===== config.mk =====
export PLATFORM = sky130hd
export DESIGN_NAME = sync_fifo_rd_ctrl
export DESIGN_NICKNAME = d
export VERILOG_FILES = /design/src/rtl/sync_fifo_pkg.sv /design/src/rtl/sync_fifo_ptr_reg.sv /design/src/rtl/sync_fifo_rd_ctrl.sv
export SDC_FILE = /design/constraint.sdc
export NUM_CORES = 1
export LEC_CHECK = 0
export BUFFER_PORTS_ARGS = -buffer_cell sky130_fd_sc_hd__buf_2
export CORE_ASPECT_RATIO = 1.1
export CORE_MARGIN = 8
export CORE_UTILIZATION = 37
export CTS_BUF_LIST = sky130_fd_sc_hd__clkbuf_2
export DETAILED_ROUTE_END_ITERATION = 8
export PLACE_DENSITY = 0.71
export REMOVE_ABC_BUFFERS = 1
export SYNTH_ARGS = -nofsm -noshare
export SYNTH_HDL_FRONTEND = slang
export SYNTH_SLANG_ARGS = --single-unit

===== constraint.sdc =====
create_clock -name clk -period 3.8 [get_ports clk]
set_clock_uncertainty 0.1 [all_clocks]
set_input_delay 0.95 -clock clk [delete_from_list [all_inputs] [get_ports clk]]
set_output_delay 0.95 -clock clk [all_outputs]
set_load 0.03 [all_outputs]

===== src/rtl/sync_fifo_pkg.sv =====
// Shared pointer arithmetic for the synchronous FIFO read and write controllers.
// Pointers are {wrap, addr} with addr in 0..DEPTH-1, so DEPTH need not be a power of two.
package sync_fifo_pkg;

  localparam int unsigned CALC_W = 32;

  function automatic logic [CALC_W-1:0] ptr_add(input logic [CALC_W-1:0] ptr,
                                                input logic [CALC_W-1:0] k,
                                                input int unsigned       depth);
    int unsigned       aw;
    logic [CALC_W-1:0] addr;
    logic [CALC_W-1:0] wrap;
    logic [CALC_W-1:0] sum;
    aw   = $clog2(depth);
    addr = ptr & ((32'd1 << aw) - 32'd1);
    wrap = (ptr >> aw) & 32'd1;
    sum  = addr + k;
    // k never exceeds depth, so a single subtraction restores the range
    if (sum >= depth) begin
      sum  = sum - depth;
      wrap = wrap ^ 32'd1;
    end
    return (wrap << aw) | sum;
  endfunction

  function automatic logic [CALC_W-1:0] ptr_occ(input logic [CALC_W-1:0] w,
                                                input logic [CALC_W-1:0] r,
                                                input int unsigned       depth);
    int unsigned       aw;
    logic [CALC_W-1:0] mask;
    aw   = $clog2(depth);
    mask = (32'd1 << aw) - 32'd1;
    if (((w >> aw) & 32'd1) == ((r >> aw) & 32'd1))
      return (w & mask) - (r & mask);
    else
      return depth - (r & mask) + (w & mask);
  endfunction

endpackage


===== src/rtl/sync_fifo_ptr_reg.sv =====
// {wrap, addr} pointer register with load (flush) and modular increment.
// Shared between the read and write controllers.
module sync_fifo_ptr_reg
  import sync_fifo_pkg::*;
#(
  parameter  int unsigned DEPTH = 16,
  parameter  int unsigned IW    = 1,
  localparam int unsigned PW    = $clog2(DEPTH) + 1
) (
  input  logic          clk,
  input  logic          rst_n,
  input  logic          load_i,
  input  logic [PW-1:0] load_ptr_i,
  input  logic [IW-1:0] inc_i,
  output logic [PW-1:0] ptr_o
);

  logic [PW-1:0] ptr_q;
  logic [PW-1:0] ptr_d;

  always_comb begin
    ptr_d = ptr_q;
    if (load_i)
      ptr_d = load_ptr_i;
    else
      ptr_d = PW'(ptr_add(32'(ptr_q), 32'(inc_i), DEPTH));
  end

  always_ff @(posedge clk) begin
    if (!rst_n)
      ptr_q <= '0;
    else
      ptr_q <= ptr_d;
  end

  assign ptr_o = ptr_q;

endmodule


===== src/rtl/sync_fifo_rd_ctrl.sv =====
// Read-side pointer controller: multi-pop grant clamp, flush, occupancy flags
// and a sticky underflow error around a shared pointer register.
module sync_fifo_rd_ctrl
  import sync_fifo_pkg::*;
#(
  parameter  int unsigned DEPTH     = 16,
  parameter  int unsigned MAX_POP   = 1,
  parameter  int unsigned AE_THRESH = 1,
  localparam int unsigned AW        = $clog2(DEPTH),
  localparam int unsigned PW        = AW + 1,
  localparam int unsigned CW        = $clog2(DEPTH + 1),
  localparam int unsigned NW        = $clog2(MAX_POP + 1)
) (
  input  logic          clk,
  input  logic          rst_n,
  input  logic          ren,
  input  logic [NW-1:0] rcount,
  input  logic          flush,
  input  logic          clr_err,
  input  logic [PW-1:0] w_ptr,
  output logic [PW-1:0] r_ptr,
  output logic [AW-1:0] r_addr,
  output logic [NW-1:0] pop_cnt,
  output logic [CW-1:0] occupancy,
  output logic          empty,
  output logic          almost_empty,
  output logic          underflow
);

  logic [NW-1:0]     rcount_c;
  logic [NW-1:0]     req;
  logic [CALC_W-1:0] occ_w;
  logic              short;
  logic              uf_set;
  logic              underflow_q;
  logic              underflow_d;

  always_comb begin
    rcount_c = rcount;
    if (32'(rcount) > MAX_POP)
      rcount_c = NW'(MAX_POP);
    req    = ren ? rcount_c : '0;
    occ_w  = ptr_occ(32'(w_ptr), 32'(r_ptr), DEPTH);
    short  = 32'(req) > occ_w;
    // A flush discards everything, so it neither pops nor can underflow
    pop_cnt = '0;
    if (!flush)
      pop_cnt = short ? NW'(occ_w) : req;
    uf_set = !flush && short;
  end

  sync_fifo_ptr_reg #(
    .DEPTH (DEPTH),
    .IW    (NW)
  ) u_rptr (
    .clk        (clk),
    .rst_n      (rst_n),
    .load_i     (flush),
    .load_ptr_i (w_ptr),
    .inc_i      (pop_cnt),
    .ptr_o      (r_ptr)
  );

  always_comb begin
    underflow_d = underflow_q;
    if (uf_set)
      underflow_d = 1'b1;
    else if (clr_err)
      underflow_d = 1'b0;
  end

  always_ff @(posedge clk) begin
    if (!rst_n)
      underflow_q <= 1'b0;
    else
      underflow_q <= underflow_d;
  end

  assign r_addr       = r_ptr[AW-1:0];
  assign occupancy    = CW'(occ_w);
  assign empty        = (w_ptr == r_ptr);
  assign almost_empty = (occ_w <= AE_THRESH);
  assign underflow    = underflow_q;

endmodule


### Word-level counts from Yosys, hierarchy flattened

Cells that the tools add are included.

* register bits: 6
* bits of input ports: 11
* logic and storage cells: 28

* add/sub/neg operators: 5
* $lt $le $gt $ge: 3
* equality and inequality tests: 2
* mux-type cells: 11
* bitwise gates (word level): 2
* reduce and logical (&&, ||, !) cells: 3

Operator list (count)
* 32-bit by 5-bit >= comparator with 1-bit output (second input constant): 1
* 1-bit by 32-bit greater-than comparator with 1-bit output: 1
* 32-bit by 1-bit less-or-equal comparator with 1-bit output (second input constant): 1
* 32-bit 2-to-1 mux: 1
* 5-bit 2-to-1 mux: 3
* 6-bit by 5-bit adder with 7-bit output: 1
* 1-bit 2-to-1 mux: 7
* 5-bit by 4-bit subtractor with 6-bit output (first input constant): 1
* 4-bit by 1-bit adder with 5-bit output: 1
* 5-bit equality test: 1
* 5-bit bitwise OR: 1
* 4-bit by 4-bit subtractor with 5-bit output: 1
* 5-bit subtractor (second input constant): 1
* 2-bit nonzero test: 1
* 1-bit equality test: 1
* 1-bit logical AND: 1
* 1-bit logical NOT: 1
* 1-bit NOT: 1

### Depth between registers and ports, before layout

* depth in word-level cells: 12
* depth in mapped cells: 16

### By module

Synthesis repeated with hierarchy kept, for this count alone.

* cell total of the unflattened synthesis: 105
* area, all modules: 920.9 µm²

Modules (own cells, without submodules)
* sync_fifo_rd_ctrl: instances 1, cells an instance 80, area an instance 646.9 µm², seq. area each 20.0 µm²
* sync_fifo_ptr_reg: instances 1, cells an instance 25, area an instance 274.0 µm², seq. area each 100.1 µm²

### Worst setup path before layout

OpenSTA, ideal clock, no wires.

* path type: in2reg
* start: in w_ptr[0]
* end: reg u_rptr.ptr_q[4], in the netlist u_rptr.ptr_o[4]
* arrival: 4.253 ns
* required time: 3.585 ns
* path slack: -0.668 ns
* stages on the path: 14
* path through: ha_1 fa_1 a21o_1 a21oi_1 xnor2_1 a2111oi_4 nand2_2 o31ai_2 ha_1 ha_1 nand3_1 xor2_1 o21ai_1 and2_1

* word-level cells in the longest chain between the ends: 11
* elaborated cells between the ends (all ways): 15
* classes of those cells: 4 x add/sub; 2 x order compare; 8 x mux; 1 x bitwise

Ends and longest elaborated chain
* start, declared: line sync_fifo_rd_ctrl.sv:20 `input logic [PW-1:0] w_ptr,`
* 6-bit by 5-bit adder with 7-bit output / 4-bit by 4-bit subtractor with 5-bit output (equally long branches): line sync_fifo_pkg.sv:36, sync_fifo_pkg.sv:34
* 32-bit 2-to-1 mux *: line sync_fifo_pkg.sv:33 `if (((w >> aw) & 32'd1) == ((r >> aw) & 32'd1))`
* 1-bit by 32-bit greater-than comparator with 1-bit output: line sync_fifo_rd_ctrl.sv:44 `short = 32'(req) > occ_w;`
* 1-bit 2-to-1 mux *: line sync_fifo_rd_ctrl.sv:48 `pop_cnt = short ? NW'(occ_w) : req;`
* 1-bit 2-to-1 mux *: line sync_fifo_rd_ctrl.sv:47 `if (!flush)`
* via pop_cnt: line sync_fifo_rd_ctrl.sv:23 `output logic [NW-1:0] pop_cnt,`
* 4-bit by 1-bit adder with 5-bit output *: line sync_fifo_pkg.sv:17 `sum = addr + k;`
* 32-bit by 5-bit >= comparator with 1-bit output / 5-bit subtractor (equally long branches): line sync_fifo_pkg.sv:19, sync_fifo_pkg.sv:20
* 1-bit 2-to-1 mux / 5-bit 2-to-1 mux (equally long branches): line sync_fifo_pkg.sv:19 `if (sum >= depth) begin`
* 1-bit 2-to-1 mux / 5-bit 2-to-1 mux (equally long branches): line sync_fifo_ptr_reg.sv:23 `if (load_i)`
* 5-bit bitwise OR *: line sync_fifo_pkg.sv:23 `return (wrap << aw) | sum;`
* 5-bit 2-to-1 mux *: line sync_fifo_ptr_reg.sv:23
* end signal, assigned: line sync_fifo_ptr_reg.sv:33 `ptr_q <= ptr_d;`
* end, declared: line sync_fifo_ptr_reg.sv:18 `logic [PW-1:0] ptr_q;`

Mark *: on every way through the listed nets, which the timed path passes. The rest lies on a longest branch. The select of a mux whose other input is x is not followed.
A chain may end at the register's enable or synchronous reset.

### Final worst setup path

* start: in w_ptr[0]
* end: out pop_cnt

* word-level cells in the longest chain between the ends: 5
* elaborated cells between the ends (all ways): 6
* classes of those cells: 2 x add/sub; 1 x order compare; 3 x mux

Ends and longest elaborated chain (line)
* 6-bit by 5-bit adder with 7-bit output / 4-bit by 4-bit subtractor with 5-bit output (equally long branches): sync_fifo_pkg.sv:36, sync_fifo_pkg.sv:34
* 32-bit 2-to-1 mux *: sync_fifo_pkg.sv:33
* 1-bit by 32-bit greater-than comparator with 1-bit output: sync_fifo_rd_ctrl.sv:44
* 1-bit 2-to-1 mux *: sync_fifo_rd_ctrl.sv:48
* 1-bit 2-to-1 mux *: sync_fifo_rd_ctrl.sv:47
* end, declared: sync_fifo_rd_ctrl.sv:23

Mark *: on every way between the ends. The rest lies on a longest branch, timed or not.

==> flow_summary.json <==
{
  "cts_hold_buf": 0,
  "avgSynthCellArea_um2": 8.67,
  "nNetsFinal": 182,
  "syn_inst": 102,
  "vdd_ir_drop_max_uv": 213,
  "max_freq_ghz": 0.246,
  "layout_setup_ws_ns": -0.266,
  "max_slew_margin_pct": 62.6,
  "synth-async-reset-ratio_pct": 0,
  "status": "complete, but fails checks",
  "die_y_um": 67.3,
  "wl_per_cell_um": 15.0,
  "cts.clk_slew.worst_paths_ns": 0.05,
  "cts_tree": "yes",
  "worst_pin_slew_ns": 0.557,
  "powerDensity_nw_per_um2": 302,
  "die_x_um": 62.6,
  "layout_common_cells": "buf_4, buf_2, nand2_1",
  "num_rows": 18,
  "r2r_end": "u_rptr.ptr_o[4]",
  "end_kind": "output port",
  "post_drt_via_cell_ratio": 4.99,
  "synth_edf_count": 0,
  "fin_crit_ns": 4.07,
  "synth_top_cell_by_area": "ha_1",
  "vias": 924,
  "fin_util_pct": 63.9,
  "routed_wl_mm": 2.78,
  "fillCellCount": 193,
  "ys_top_cells_by_area": "ha_1, dfxtp_1, xnor2_1",
  "root_buffer": "clkbuf_2",
  "drv_cap": 0,
  "design.core.area_um2": 2250,
  "cp-start-kind": "primary input",
  "r2r_start": "u_rptr.ptr_o[2]",
  "clkSinkCount": 6,
  "antenna_found_initial": 0,
  "setup_viol": 2,
  "routabilityCongestion": 0.883,
  "layout_commonest_cell": "buf_4",
  "hold_start": "underflow",
  "h-tree-depth": 1,
  "critical_path_arrival_ns": 3.02,
  "rr_worst_depth": 17,
  "whs_ns": 0.372,
  "r2r_setup_slack_ns": 0.12,
  "hpwl_mm": 2.10,
  "grt.overflow.total": 0,
  "yosysTopAreaCellShare_pct": 17.0,
  "clock_path_buffers": 2,
  "power_leakage_nw": 0.673,
  "tns_ns": -0.328,
  "hold_path_depth": 2,
  "clk_latency_ns": 0.21,
  "hold_viol": 0,
  "dr.pass1.iters": 4,
  "start_util_pct": 39.3,
  "worst_ep_required_time_ns": 2.75,
  "grt_pass1_vias": 1013,
  "timing.final.crit_share_pct": 107,
  "crit_type": "primary input to output port",
  "grt_usage_pct": 12.8,
  "synth_flop_cell": "dfxtp_1",
  "die_area_um2": 4210,
  "layout-area-overhead-vs-synth_pct": 62.7,
  "num_io_pins": 29,
  "ys_warn_count": 0,
  "synth_seq_cells": 6,
  "drc": 0,
  "port_buffers": 28,
  "ys_seq_area_share_pct": 13.6,
  "slew_violations": 0,
  "rsz0062_at_grt": "yes",
  "drive_gt1_share_pct": 54.8,
  "violations": "negative setup slack",
  "grt_max_degree": 12,
  "drtIter0Drc": 8,
  "netlist_area_um2": 885,
  "cts_buffers": 3,
  "hold_class": "register to register",
  "ys_types": 36,
  "min_to": "underflow",
  "grt_pass1_wl_mm": 4.42,
  "n_antenna_cell": 0,
  "ant_nets": 0,
  "critPathMaxFanout": 3
}
## registers in the layout, summed over array words and instances, names as in the netlist
| signal | cells |
|---|---|
| underflow | 1 |
| u_rptr.ptr_o | 5 |
## logic make-up (layout without fill, tap and decap cells)
logic type / Yosys count / count (layout) / share of synthesized area [%]
DFF: 6 / 6 / 13.6
xor gates and xnor gates: 12 / 12 / 12.7
AOI/OAI and AO/OA: 20 / 20 / 19.0
and+or+nand+nor: 34 / 34 / 22.5
muxes: 2 / 2 / 2.26
buffers and inverters: 14 / 67 / 8.49
adders and majority gates: 14 / 14 / 21.5
## worst max-delay path, cell delays in order
cell	delay, ns
buf_8	0.11
ha_4	0.16
buf_4	0.13
a21o_1	0.22
a2111oi_4	0.41
o311ai_4	0.15
a2111oi_4	0.37
nand2_2	0.13
o31ai_4	0.22
buf_6	0.17
## metal layers
metal  vias up  share of wire (%)  track usage, %
met5         -                  0               0
met4         0                1.9            8.55
met3         6                2.9            1.49
met2        20                 53            24.3
met1       435                 42            13.4
li1        463                  -               -
## where the power goes
group | internal (W) | leakage (nW) | switching, W
clock | 0.0000213 | 0.0125 | 0.0000203
sequential | 0.0000666 | 0.0494 | 0.00000547
combinational | 0.000147 | 0.611 | 0.000174
total | 0.000235 | 0.673 | 0.000199
## area by class of cell
type	instances	area [um^2]	area share, %
clock buffer	3	15.0	1.04
inverter	8	32.5	2.26
multi-input combinational	82	855	59.4
sequential	6	120	8.35
tap	30	37.5	2.61
timing repair buffer	56	379	26.3
## through the flow
stage,area (um^2),std cells,total power (W),setup WS (ns)
CTS,1360,184,0.000415,-0.312
global placement,1220,181,0.000336,-0.402
finish,1440,185,0.000434,-0.266
global route,1440,185,0.000461,-0.340
detailed placement,1220,181,0.000343,-0.457
floorplan,840,96,0.000239,-0.818
## synthesized netlist by cell type, drive strengths merged (2+ instances only)
| master | n |
|---|---|
| nand3b | 2 |
| dfxtp | 6 |
| a21o | 3 |
| inv | 8 |
| nand2 | 10 |
| nand3 | 3 |
| a2111oi | 2 |
| nor3 | 3 |
| fa | 2 |
| a211oi | 2 |
| and2 | 3 |
| a21oi | 6 |
| ha | 12 |
| buf | 5 |
| nor2 | 3 |
| xor2 | 3 |
| mux2i | 2 |
| xnor2 | 9 |
| o21ai | 3 |
| nor2b | 4 |
## repair_timing
action | CTS | global route
buffers inserted | 2 | 1
pin swaps | 12 | 19
resized for setup | 24 | 11
endpoints found under the setup margin | 6 | 5
## how the worst max path moves through the flow
stage / to / slack, ns / cells past startpoint / start
after floorplan: u_rptr.ptr_o[4] / -0.82 / 15 / u_rptr.ptr_o[1]
after global placement: pop_cnt / -0.40 / 10 / w_ptr[0]
after detailed placement: pop_cnt / -0.46 / 10 / w_ptr[0]
after CTS: pop_cnt / -0.31 / 11 / w_ptr[0]
after global routing: pop_cnt / -0.34 / 10 / w_ptr[0]
final: pop_cnt / -0.27 / 10 / w_ptr[0]
No activity file was read; power rests on OpenSTA's default activity.
